`src/rtl/serial_addsub_if.sv`:
```
// ---------------------------------------------------------------------------
// serial_addsub_if
//   Groups the request/result signals of the bit-serial adder/subtractor.
//   Handshake: the requester raises start with a, b and sub stable; the
//   controller takes them on a rising clk edge only while idle (busy=0 and
//   done=0). start seen at any other time is dropped, not queued. done is a
//   one-cycle pulse; sum/cout/overflow are valid from it and hold until the
//   next operation completes.
//   Signals:
//     start      request (master -> slave)
//     a, b       WIDTH-bit operands (master -> slave)
//     sub        0: a+b, 1: a-b (master -> slave)
//     busy       bits being processed (slave -> master)
//     done       one-cycle result-valid pulse (slave -> master)
//     sum        WIDTH-bit result, modulo 2^WIDTH (slave -> master)
//     cout       final carry; for subtract 1 = no borrow (slave -> master)
//     overflow   signed overflow (slave -> master)
//     state_dbg  controller state encoding for observation (slave -> master)
// ---------------------------------------------------------------------------
interface serial_addsub_if #(
   parameter int WIDTH = 8
);
   logic             start;
   logic [WIDTH-1:0] a;
   logic [WIDTH-1:0] b;
   logic             sub;
   logic             busy;
   logic             done;
   logic [WIDTH-1:0] sum;
   logic             cout;
   logic             overflow;
   logic [1:0]       state_dbg;

   modport master (
      output start, a, b, sub,
      input  busy, done, sum, cout, overflow, state_dbg
   );

   modport slave (
      input  start, a, b, sub,
      output busy, done, sum, cout, overflow, state_dbg
   );
endinterface

```
`src/rtl/serial_addsub.sv`:
```
// ---------------------------------------------------------------------------
// serial_addsub
//   Bit-serial WIDTH-bit adder/subtractor. One single-bit slice is reused
//   for every bit, LSB first, one bit per clock. Operands sit in shift
//   registers, the slice carry is kept in a flop, and the serial sum bits
//   are collected into a parallel result.
//   Ports:
//     clk      rising-edge clock
//     reset_n  asynchronous active-low reset
//     bus      serial_addsub_if slave: start/a/b/sub in,
//              busy/done/sum/cout/overflow/state_dbg out
//   Timing: start accepted on edge k (IDLE); bits processed on edges
//   k+1..k+WIDTH; done high for the cycle after edge k+WIDTH; back to IDLE
//   on the following edge.
// ---------------------------------------------------------------------------
module serial_addsub #(
   parameter int WIDTH = 8
) (
   input logic           clk,
   input logic           reset_n,
   serial_addsub_if.slave bus
);
   localparam int CNT_W = (WIDTH > 2) ? $clog2(WIDTH) : 1;
   localparam logic [CNT_W-1:0] LAST_BIT = CNT_W'(WIDTH - 1);

   typedef enum logic [1:0] {
      S_IDLE = 2'd0,
      S_RUN  = 2'd1,
      S_DONE = 2'd2
   } state_t;

   state_t           r_state;
   state_t           w_next;

   logic [WIDTH-1:0] r_a_sh;
   logic [WIDTH-1:0] r_b_sh;
   logic             r_sub;
   logic             r_carry;
   logic [CNT_W-1:0] r_cnt;
   logic [WIDTH-1:0] r_res;
   logic [WIDTH-1:0] r_sum;
   logic             r_cout;
   logic             r_ovf;

   logic             w_s;
   logic             w_co;
   logic             w_last;
   logic             w_busy;
   logic             w_done;

   // E inverts B inside the slice; with carry seeded to 1 this gives A + ~B + 1.
   addsub_slice u_slice (
      .A  (r_a_sh[0]),
      .B  (r_b_sh[0]),
      .CI (r_carry),
      .E  (r_sub),
      .CO (w_co),
      .S  (w_s)
   );

   assign w_last = (r_cnt == LAST_BIT);

   // State register
   always_ff @(posedge clk or negedge reset_n) begin
      if (!reset_n) begin
         r_state <= S_IDLE;
      end else begin
         r_state <= w_next;
      end
   end

   // Next state and state-decoded outputs
   always_comb begin
      w_next = S_IDLE;
      w_busy = 1'b0;
      w_done = 1'b0;
      case (r_state)
         S_IDLE: begin
            w_next = bus.start ? S_RUN : S_IDLE;
         end
         S_RUN: begin
            w_busy = 1'b1;
            w_next = w_last ? S_DONE : S_RUN;
         end
         S_DONE: begin
            w_done = 1'b1;
            w_next = S_IDLE;
         end
         default: begin
            w_next = S_IDLE;
         end
      endcase
   end

   // Datapath
   always_ff @(posedge clk or negedge reset_n) begin
      if (!reset_n) begin
         r_a_sh  <= '0;
         r_b_sh  <= '0;
         r_sub   <= 1'b0;
         r_carry <= 1'b0;
         r_cnt   <= '0;
         r_res   <= '0;
         r_sum   <= '0;
         r_cout  <= 1'b0;
         r_ovf   <= 1'b0;
      end else begin
         case (r_state)
            S_IDLE: begin
               if (bus.start) begin
                  r_a_sh  <= bus.a;
                  r_b_sh  <= bus.b;
                  r_sub   <= bus.sub;
                  r_carry <= bus.sub;
                  r_cnt   <= '0;
               end
            end
            S_RUN: begin
               r_a_sh  <= r_a_sh >> 1;
               r_b_sh  <= r_b_sh >> 1;
               r_carry <= w_co;
               r_res   <= {w_s, r_res[WIDTH-1:1]};
               if (w_last) begin
                  // r_carry here is the carry into the MSB.
                  r_sum  <= {w_s, r_res[WIDTH-1:1]};
                  r_cout <= w_co;
                  r_ovf  <= r_carry ^ w_co;
                  r_cnt  <= '0;
               end else begin
                  r_cnt <= r_cnt + 1'b1;
               end
            end
            default: begin
            end
         endcase
      end
   end

   assign bus.busy      = w_busy;
   assign bus.done      = w_done;
   assign bus.sum       = r_sum;
   assign bus.cout      = r_cout;
   assign bus.overflow  = r_ovf;
   assign bus.state_dbg = r_state;
endmodule

// ---------------------------------------------------------------------------
// addsub_slice
//   One-bit full adder with B-invert.
//   Ports: A, B operand bits; CI carry in; E invert B (subtract);
//          S sum bit; CO carry out.
// ---------------------------------------------------------------------------
module addsub_slice (
   input  logic A,
   input  logic B,
   input  logic CI,
   input  logic E,
   output logic CO,
   output logic S
);
   logic w_b;

   assign w_b = B ^ E;
   assign S   = A ^ w_b ^ CI;
   assign CO  = (A & w_b) | (CI & (A ^ w_b));
endmodule
```
`src/flat_wrapper.sv`:
```
// flat-port wrapper written by rule: the top's interface ports become plain ports
module serial_addsub_flat 
#(
   parameter int WIDTH = 8
)
  (clk, reset_n, bus_start, bus_a, bus_b, bus_sub, bus_busy, bus_done, bus_sum, bus_cout, bus_overflow, bus_state_dbg);
  serial_addsub_if #(.WIDTH(WIDTH)) bus_i ();
  input logic clk;
  input logic reset_n;
  input wire logic [$bits(bus_i.start)-1:0] bus_start;
  input wire logic [$bits(bus_i.a)-1:0] bus_a;
  input wire logic [$bits(bus_i.b)-1:0] bus_b;
  input wire logic [$bits(bus_i.sub)-1:0] bus_sub;
  output wire logic [$bits(bus_i.busy)-1:0] bus_busy;
  output wire logic [$bits(bus_i.done)-1:0] bus_done;
  output wire logic [$bits(bus_i.sum)-1:0] bus_sum;
  output wire logic [$bits(bus_i.cout)-1:0] bus_cout;
  output wire logic [$bits(bus_i.overflow)-1:0] bus_overflow;
  output wire logic [$bits(bus_i.state_dbg)-1:0] bus_state_dbg;
  assign bus_i.start = bus_start;
  assign bus_i.a = bus_a;
  assign bus_i.b = bus_b;
  assign bus_i.sub = bus_sub;
  assign bus_busy = bus_i.busy;
  assign bus_done = bus_i.done;
  assign bus_sum = bus_i.sum;
  assign bus_cout = bus_i.cout;
  assign bus_overflow = bus_i.overflow;
  assign bus_state_dbg = bus_i.state_dbg;
  serial_addsub #(.WIDTH(WIDTH)) u_core (.clk(clk), .reset_n(reset_n), .bus(bus_i));
endmodule
```
`config.mk`:
```
export PLATFORM = sky130hd
export DESIGN_NAME = serial_addsub_flat
export DESIGN_NICKNAME = d
export VERILOG_FILES = /design/src/rtl/serial_addsub_if.sv /design/src/rtl/serial_addsub.sv /design/src/flat_wrapper.sv
export SDC_FILE = /design/constraint.sdc
export NUM_CORES = 1
export LEC_CHECK = 0
export BUFFER_PORTS_ARGS = -buffer_cell sky130_fd_sc_hd__buf_2
export CAP_MARGIN = 40
export CORE_UTILIZATION = 40
export CTS_CLUSTER_DIAMETER = 50
export DETAILED_ROUTE_END_ITERATION = 7
export PLACE_DENSITY_LB_ADDON = 0.05
export SLEW_MARGIN = 10
export SYNTH_ARGS = -nofsm -noshare
export SYNTH_HDL_FRONTEND = slang
export SYNTH_SLANG_ARGS = --single-unit
```
`constraint.sdc`:
```
create_clock -name clk -period 2.1 [get_ports clk]
set_clock_uncertainty 0.15 [all_clocks]
set_input_delay 0.21 -clock clk [delete_from_list [all_inputs] [get_ports clk]]
set_output_delay 0.21 -clock clk [all_outputs]
set_load 0.005 [all_outputs]
```
Yosys cells after proc, flatten, opt, wreduce, memory -nomap -nowiden --
Cells that the tools add are included. Widths: inputs -> output; s select.
Cells by class: bitwise logic cells 7, muxes and demuxes 14, reduce and logical (&&, ||, !) cells 5, $add $sub $neg 1, equal/unequal tests 4
Operators with widths (count):
- $pmux 8 s2 | 2
- $mux 8 | 2
- $mux 3 | 2
- $pmux 3 s2 | 1
- $reduce_and 2->1 | 3
- $mux 1 | 4
- $pmux 2 s2 | 1
- $xor 1x1->1 | 4
- $add 3x1->3 const B | 1
- $eq 3x3->1 const B | 1
- $and 1x1->1 | 2
- $eq 2x1->1 const B | 1
- $eq 2x2->1 const B | 1
- $logic_not 2->1 | 1
- $mux 2 | 1
- $ne 2x2->1 const B | 1
- $pmux 1 s2 | 1
- $reduce_bool 2->1 | 1
- $or 1x1->1 | 1
Storage, ports and cells: logic and storage cells 41, output and inout port bits 14, input bits 20, flip-flop bits (word level) 41

Longest topological paths before layout --
Gate-level depths: netlist of the first run.
word-level depth 5, mapped depth 6, depth with buffers taken out 5

Hierarchy --
From an unflattened synthesis of the first run, not the netlist that was laid out.
Second synthesis, totals: cells, all modules 177, area total of the unflattened synthesis 1989.4 sq um
By module, submodules not included:
- serial_addsub | sequential area each 1001.0 sq um, cells each 171, times used 1, area an instance 1945.6 sq um
- addsub_slice | sequential area each 0.0 sq um, cells each 6, times used 1, area an instance 43.8 sq um

Least setup slack after synthesis of the first run --
OpenSTA, ideal clock, no wires.
path type reg2reg, from register u_core.r_cnt[0], to register u_core.r_sum[2] (netlist: u_core.bus.sum[2]), cell stages (with the launch flop) 6, setup time 0.125 ns, required time 1.825 ns, slack 0.506 ns, buffers on the path 1, period minus slack after synthesis 1.594 ns, arrival 1.319 ns, cell sequence dfrtp_1 -> ha_1 -> ha_1 -> nand3b_4 -> buf_6 -> mux2_4
Between the ends: cells in the longest elaborated chain, start to end 2
Ends and longest elaborated chain:
- start: declaration | line serial_addsub.sv:39 | logic [CNT_W-1:0] r_cnt;
- start signal: assignment | line serial_addsub.sv:130 | r_cnt <= r_cnt + 1'b1;
- $eq 3x3->1 | line serial_addsub.sv:61 | assign w_last = (r_cnt == LAST_BIT);
- $reduce_and 2->1 (no line)
- end signal: assignment | line serial_addsub.sv:125 | r_sum <= {w_s, r_res[WIDTH-1:1]};
- end: declaration | line serial_addsub.sv:41 | logic [WIDTH-1:0] r_sum;
No other way between the ends. A chain may end at the register's enable or synchronous reset.

Worst setup path after layout of the first run --
from register u_core.r_state[1] (netlist: u_core.bus.state_dbg[1]), to output port bus_done
Between the ends: cells in the longest elaborated chain, start to end 2
Ends and longest elaborated chain:
- start: declaration | line serial_addsub.sv:32 | state_t r_state;
- start signal: assignment | line serial_addsub.sv:68 | r_state <= w_next;
- $eq 2x2->1 | line serial_addsub.sv:77 | case (r_state)
- $mux 1 | line serial_addsub.sv:77
- end: declaration | line flat_wrapper.sv:15 | output wire logic [$bits(bus_i.done)-1:0] bus_done;
No other way between the ends.

==> results.sh, run 1 <==
export IMPL_fin_crit_sh_pct=88.77
export IMPL_critical_path_endpoint="bus_done"
export IMPL_critical_path_cell_count=3
export IMPL_globalplace_congestion=0.7576
export IMPL_cts_max_level=2
export IMPL_crit_path_end_kind="output port"
export IMPL_row_count=23
export IMPL_yosys_warnings=0
export IMPL_cp_arrival_ps=1500
export IMPL_fin_util_pct=51.11
export IMPL_drv_slew=0
export IMPL_root_buffer="clkbuf_8"
export IMPL_cp_top_family="flip-flops"
export IMPL_postCtsHoldBufs=3
export IMPL_period_needed_ps=1864
export IMPL_crit_chain="inv_1 -> nor2_1 -> buf_2"
export IMPL_hold_viol=0
export IMPL_die_x_um=68.20
export IMPL_top_layer="met4"
export IMPL_clk_latency_ps=290
export IMPL_cts_sinks=40
export IMPL_grt_pass1_vias=1296
export IMPL_cts_resized=0
export IMPL_drtIter0Drc=78
export IMPL_final_common_cell="dfrtp_1"
export IMPL_synth_fp_nets=167
export IMPL_die_h_um=68.20
export IMPL_crit_buf_inv=2
export IMPL_hold_class="input port to flip-flop"
export IMPL_cts_tree="done"
export IMPL_clockBufferDepth=2
export IMPL_area_growth_pct=19.99
export IMPL_worst_slew_pin_slew_ps=619.0
export IMPL_grt_use_total_pct=18.57
export IMPL_maxSlewHeadroom_pct=58.73
export IMPL_synth_distinct_cells=34
export IMPL_rr_startpoint="u_core.r_cnt[0]"
export IMPL_cts_buffers=5
export IMPL_vias_per_cell=5.421
export IMPL_crit_fanout=15
export IMPL_r2r_cells=4
export IMPL_synthFlopType="dfrtp_1"
export IMPL_fmax_mhz=536.5
export IMPL_grt_overflow_total=0
export IMPL_rsz0062_at_grt="no"
export IMPL_clk_pin_slew_ps=80
export IMPL_num_nets_final=207
export IMPL_core_area_um2=4115
export IMPL_vias=1274
export IMPL_setup_viol_count_final=0
export IMPL_antenna_found_initial=0
export IMPL_drt_wirelength_per_cell_um=15.54
export IMPL_ir_drop_mv=0.5512
export IMPL_ys_ff_latch=40
export IMPL_drtPass1Iterations=4
export IMPL_power_density_nw_per_um2=1528
export IMPL_drive_gt1_share_pct=35.68
export IMPL_timing_critical_path_slowest_stage_cell="dfrtp_1"
export IMPL_n_antenna_cell=0
export IMPL_remaining_drc_errors=0
export IMPL_syn_avg_cell_area_um2=12.17
export IMPL_wl_met3_um=199
export IMPL_cap_violations=0
export IMPL_ys_async_sr_fraction_pct=100.0
export IMPL_grt_pass1_wl_um=6078
export IMPL_power_leakage_uw=0.0009914
export IMPL_status="finished, final reports clean"
export IMPL_ant_nets=0
export IMPL_tns_ps=0
export IMPL_critPathRequiredTime_ps=1740
export IMPL_worstSetupPathType="flip-flop to output port"
export IMPL_r2r_slack_ps=400
export IMPL_yosysSeqAreaShare_pct=57.10
export IMPL_io_pins=34
export IMPL_synth_edf_count=0
export IMPL_dieArea_um2=4651
export IMPL_place_hpwl_um=2629
export IMPL_grt_max_degree=29
export IMPL_postCtsSetupBuffers=0
export IMPL_routed_wl_um=3651
export IMPL_synth_cells=144
export IMPL_startpoint_type="flip-flop"
export IMPL_detail_route_wirelength_met1_um=1727
export IMPL_dr_wl_met2_um=1667
export IMPL_crit_start="u_core.bus.state_dbg[1]"
export IMPL_syn_area_um2=1753
export IMPL_mostFrequentLayoutCells="40 x dfrtp_1, 33 x buf_2, 22 x o22ai_1, 11 x mux2_2, 10 x a21oi_1"
export IMPL_r2r_end="u_core.bus.sum[1]"
export IMPL_portBuffers=33
export IMPL_start_util_pct=42.60
export IMPL_slowest_delay_ps=580
Yosys cell counts, types with 5 or more instances:
cell type / count / share of area, %
o22ai_1: 22 / 7.9
o21ai_0: 6 / 1.7
a21oi_1: 10 / 2.9
inv_1: 5 / 1.1
mux2_2: 11 / 7.1
nand2_1: 7 / 1.5
dfrtp_1: 40 / 57
how the worst min path moves through the flow:
stage | startpoint | endpoint | slack, ps | cells past startpoint
6_report | bus_sub | u_core.r_sub | 40 | 2
5_1_grt | bus_sub | u_core.r_sub | 30 | 2
4_1_cts | bus_sub | u_core.r_sub | 30 | 2
3_5_place_dp | reset_n | u_core.bus.sum[2] | 110 | 1
3_3_place_gp | reset_n | u_core.bus.sum[4] | 100 | 1
2_1_floorplan | reset_n | u_core.bus.cout | -240 | 0
power by group:
| group | total [µW] | switching, µW | internal [µW] |
|---|---|---|---|
| clock | 611 | 259 | 351 |
| combinational | 1200 | 551 | 647 |
| sequential | 1410 | 258 | 1150 |
| total | 3210 | 1070 | 2150 |
logic make-up (layout without fill, tap and decap cells):
| logic type | Yosys count | after routing | share of synthesized area (%) |
|---|---|---|---|
| muxes | 14 | 14 | 9.636 |
| xor gates and xnor gates | 2 | 2 | 0.9995 |
| and+or+nand+nor | 20 | 20 | 6.782 |
| DFF | 40 | 40 | 57.10 |
| buffers and inverters | 15 | 56 | 4.924 |
| adders and majority gates | 3 | 3 | 2.569 |
| AOI/OAI and AO/OA | 50 | 50 | 17.99 |
layout make-up:
class / instances / area [µm²]
Clock buffer: 5 / 68.82
Clock inverter: 3 / 42.54
Tap cell: 50 / 62.56
Inverter: 6 / 22.52
Fill cell: 386 / 2012
Multi-Input combinational cell: 89 / 665.6
Sequential cell: 40 / 1001
Timing Repair Buffer: 42 / 240.2
metal layers:
metal  track usage, %  up-vias
met1            24.52      621
met4            8.333        0
met3            5.500        7
li1                 -      608
met2            27.94       38
met5                0        -
through the flow:
stage	cells	cell area (µm²)	worst slack, ps	hold slack, ps	power (µW)
after floorplan	144	1753	506.0	-235.6	2244
after global placement	224	1962	475.9	95.37	2573
after detailed placement	224	1962	418.4	109.9	2631
after CTS	235	2103	229.8	30.49	3259
after global routing	235	2103	41.97	28.23	3507
final	235	2103	235.9	39.14	3214
registers in the layout, indices dropped and copies added, names as in the netlist:
register and count:
u_core.bus.state_dbg 2, u_core.bus.sum 8, u_core.r_res 7, u_core.bus.overflow 1, u_core.r_sub 1, u_core.r_b_sh 8
u_core.r_carry 1, u_core.r_cnt 3, u_core.bus.cout 1, u_core.r_a_sh 8
No activity file was read; power rests on OpenSTA's default activity.
==> inputs of run 2 (changes only) <==
--- a/config.mk
+++ b/config.mk
@@ -7,10 +7,12 @@
 export LEC_CHECK = 0
 export BUFFER_PORTS_ARGS = -buffer_cell sky130_fd_sc_hd__buf_2
 export CAP_MARGIN = 40
+export CORE_ASPECT_RATIO = 0.5
 export CORE_UTILIZATION = 40
 export CTS_CLUSTER_DIAMETER = 50
 export DETAILED_ROUTE_END_ITERATION = 7
 export PLACE_DENSITY_LB_ADDON = 0.05
+export SKIP_CTS_REPAIR_TIMING = 1
 export SLEW_MARGIN = 10
 export SYNTH_ARGS = -nofsm -noshare
 export SYNTH_HDL_FRONTEND = slang
==> constraint.sdc (replaced) <==
create_clock -name clk -period 1.5 [get_ports clk]
set_clock_uncertainty 0.15 [all_clocks]
set_input_delay 0.15 -clock clk [delete_from_list [all_inputs] [get_ports clk]]
set_output_delay 0.15 -clock clk [all_outputs]
set_load 0.005 [all_outputs]
==> results.sh, run 2 (synthesis gave the netlist of run 1 again) <==
export IMPL_status="complete, but fails checks"
export IMPL_violations="negative setup slack"
export IMPL_worst_slew_pin_slew_ps=391.6
export IMPL_die_x_um=95.62
export IMPL_drive_gt1_share_pct=48.08
export IMPL_num_nets_final=231
export IMPL_drv_slew=0
export IMPL_setup_viol_count_final=9
export IMPL_globalplace_congestion=0.7647
export IMPL_worstSetupPathType="flip-flop to output port"
export IMPL_use_met1_pct=24.54
export IMPL_dp_cells=238
export IMPL_place_hpwl_um=2573
export IMPL_grt_pass1_wl_um=5996
export IMPL_clk_latency_ps=280
export IMPL_fin_crit_sh_pct=102.3
export IMPL_drt_wirelength_per_cell_um=14.60
export IMPL_maxSlewHeadroom_pct=73.89
export IMPL_fmax_mhz=651.4
export IMPL_clk_pin_slew_ps=80
export IMPL_cap_violations=0
export IMPL_vias=1348
export IMPL_power_density_nw_per_um2=2162
export IMPL_setup_ws_ps=-35.11
export IMPL_use_met3_pct=5.607
export IMPL_start_util_pct=43.35
export IMPL_crit_fanout=6
export IMPL_grt_max_degree=19
export IMPL_slowest_delay_ps=460
export IMPL_use_met2_pct=25.60
export IMPL_drtIter0Drc=42
export IMPL_area_growth_pct=39.12
export IMPL_n_antenna_cell=0
export IMPL_cp_top_family="flip-flops"
export IMPL_hold_viol=0
export IMPL_mostFrequentLayoutCells="38 x dfrtp_1, 33 x buf_2, 23 x buf_4, 22 x o22ai_1, 10 x a21oi_1"
export IMPL_clockBufferDepth=2
export IMPL_portBuffers=33
export IMPL_io_pins=34
export IMPL_root_buffer="clkbuf_8"
export IMPL_crit_path_end_kind="output port"
export IMPL_power_leakage_uw=0.001161
export IMPL_period_needed_ps=1535
export IMPL_cts_max_level=2
export IMPL_crit_chain="nand2b_4 -> buf_12 -> clkinvlp_4 -> buf_2"
export IMPL_cp_arrival_ps=1240
export IMPL_instances_no_fill=262
export IMPL_antenna_found_initial=0
export IMPL_routed_wl_um=3825
export IMPL_cts_sinks=40
export IMPL_grt_pass1_vias=1248
export IMPL_timing_critical_path_slowest_stage_cell="dfrtp_2"
export IMPL_core_area_um2=4044
export IMPL_grt_overflow_total=0
export IMPL_final_common_cell="dfrtp_1"
export IMPL_die_h_um=48.81
export IMPL_crit_buf_inv=3
export IMPL_top_usage_layer="met2"
export IMPL_remaining_drc_errors=0
export IMPL_fillers=364
export IMPL_rsz0062_at_grt="yes"
export IMPL_cts_tree="done"
export IMPL_ir_drop_mv=0.8608
export IMPL_row_count=16
export IMPL_dieArea_um2=4667
export IMPL_hold_class="input port to flip-flop"
export IMPL_whs_ps=10.07
export IMPL_ant_nets=0
export IMPL_vias_per_cell=5.145
export IMPL_critPathRequiredTime_ps=1200
export IMPL_cts_buffers=5
export IMPL_grt_use_total_pct=16.98
export IMPL_drtPass1Iterations=4
export IMPL_startpoint_type="flip-flop"
## run 2: power breakdown
group	internal [µW]	leakage [µW]	switching, µW
Clock	655	0.0000642	367
Sequential	1610	0.000469	369
Combinational	1350	0.000628	925
## run 2: worst reg2reg max path, delay by kind of cell (launching register included)
kind                       cells  cell delay (ps)
muxes                          1              320
and+or+nand+nor                1              170
DFF                            1              400
adders and majority gates      2              370
## run 2: layout make-up
| class | instances | area, µm² | area share (%) |
|---|---|---|---|
| flip-flops and latches | 40 | 1003 | 41.15 |
| multi-input cells | 89 | 738.2 | 30.27 |
| repair buffers | 66 | 471.7 | 19.34 |
| clock buffers | 5 | 68.82 | 2.822 |
| well taps | 54 | 67.56 | 2.771 |
| clock inverters | 2 | 60.06 | 2.463 |
| inverters | 6 | 28.78 | 1.180 |
## run 2: final timing paths
| check | end | start | depth (start not counted) | slack, ps |
|---|---|---|---|---|
| max | bus_busy | u_core.bus.state_dbg[1] | 4 | -40 |
| min | u_core.r_b_sh[1] | bus_b[1] | 3 | 10 |
| max reg2reg | u_core.bus.sum[6] | u_core.r_cnt[1] | 4 | -20 |
| min reg2reg | u_core.bus.sum[7] | u_core.bus.sum[7] | 2 | 330 |
| max in group asynchronous | u_core.r_b_sh[1] | reset_n | 3 | 580 |
| min in group asynchronous | u_core.bus.sum[2] | reset_n | 2 | 160 |
## run 2: metal layers
metal / routed length [µm] / share of wire, %
met5: 0 / 0
met2: 1760 / 46
met4: 12 / 0.31
met1: 1886 / 49
met3: 166 / 4.3
## run 2: through the flow
stage	total power (µW)	setup TNS [ps]	setup slack (ps)	instance area [µm²]	util, %
global placement	3834	0	17.57	2095	51.79
floorplan	3166	-31.47	-10.49	1768	-
global route	5671	-457.1	-86.58	2439	60.30
CTS	4926	-548.5	-217.8	2223	54.98
finish	5273	-172.2	-35.11	2439	60.30
detailed placement	3897	-76.51	-24.19	2095	51.79
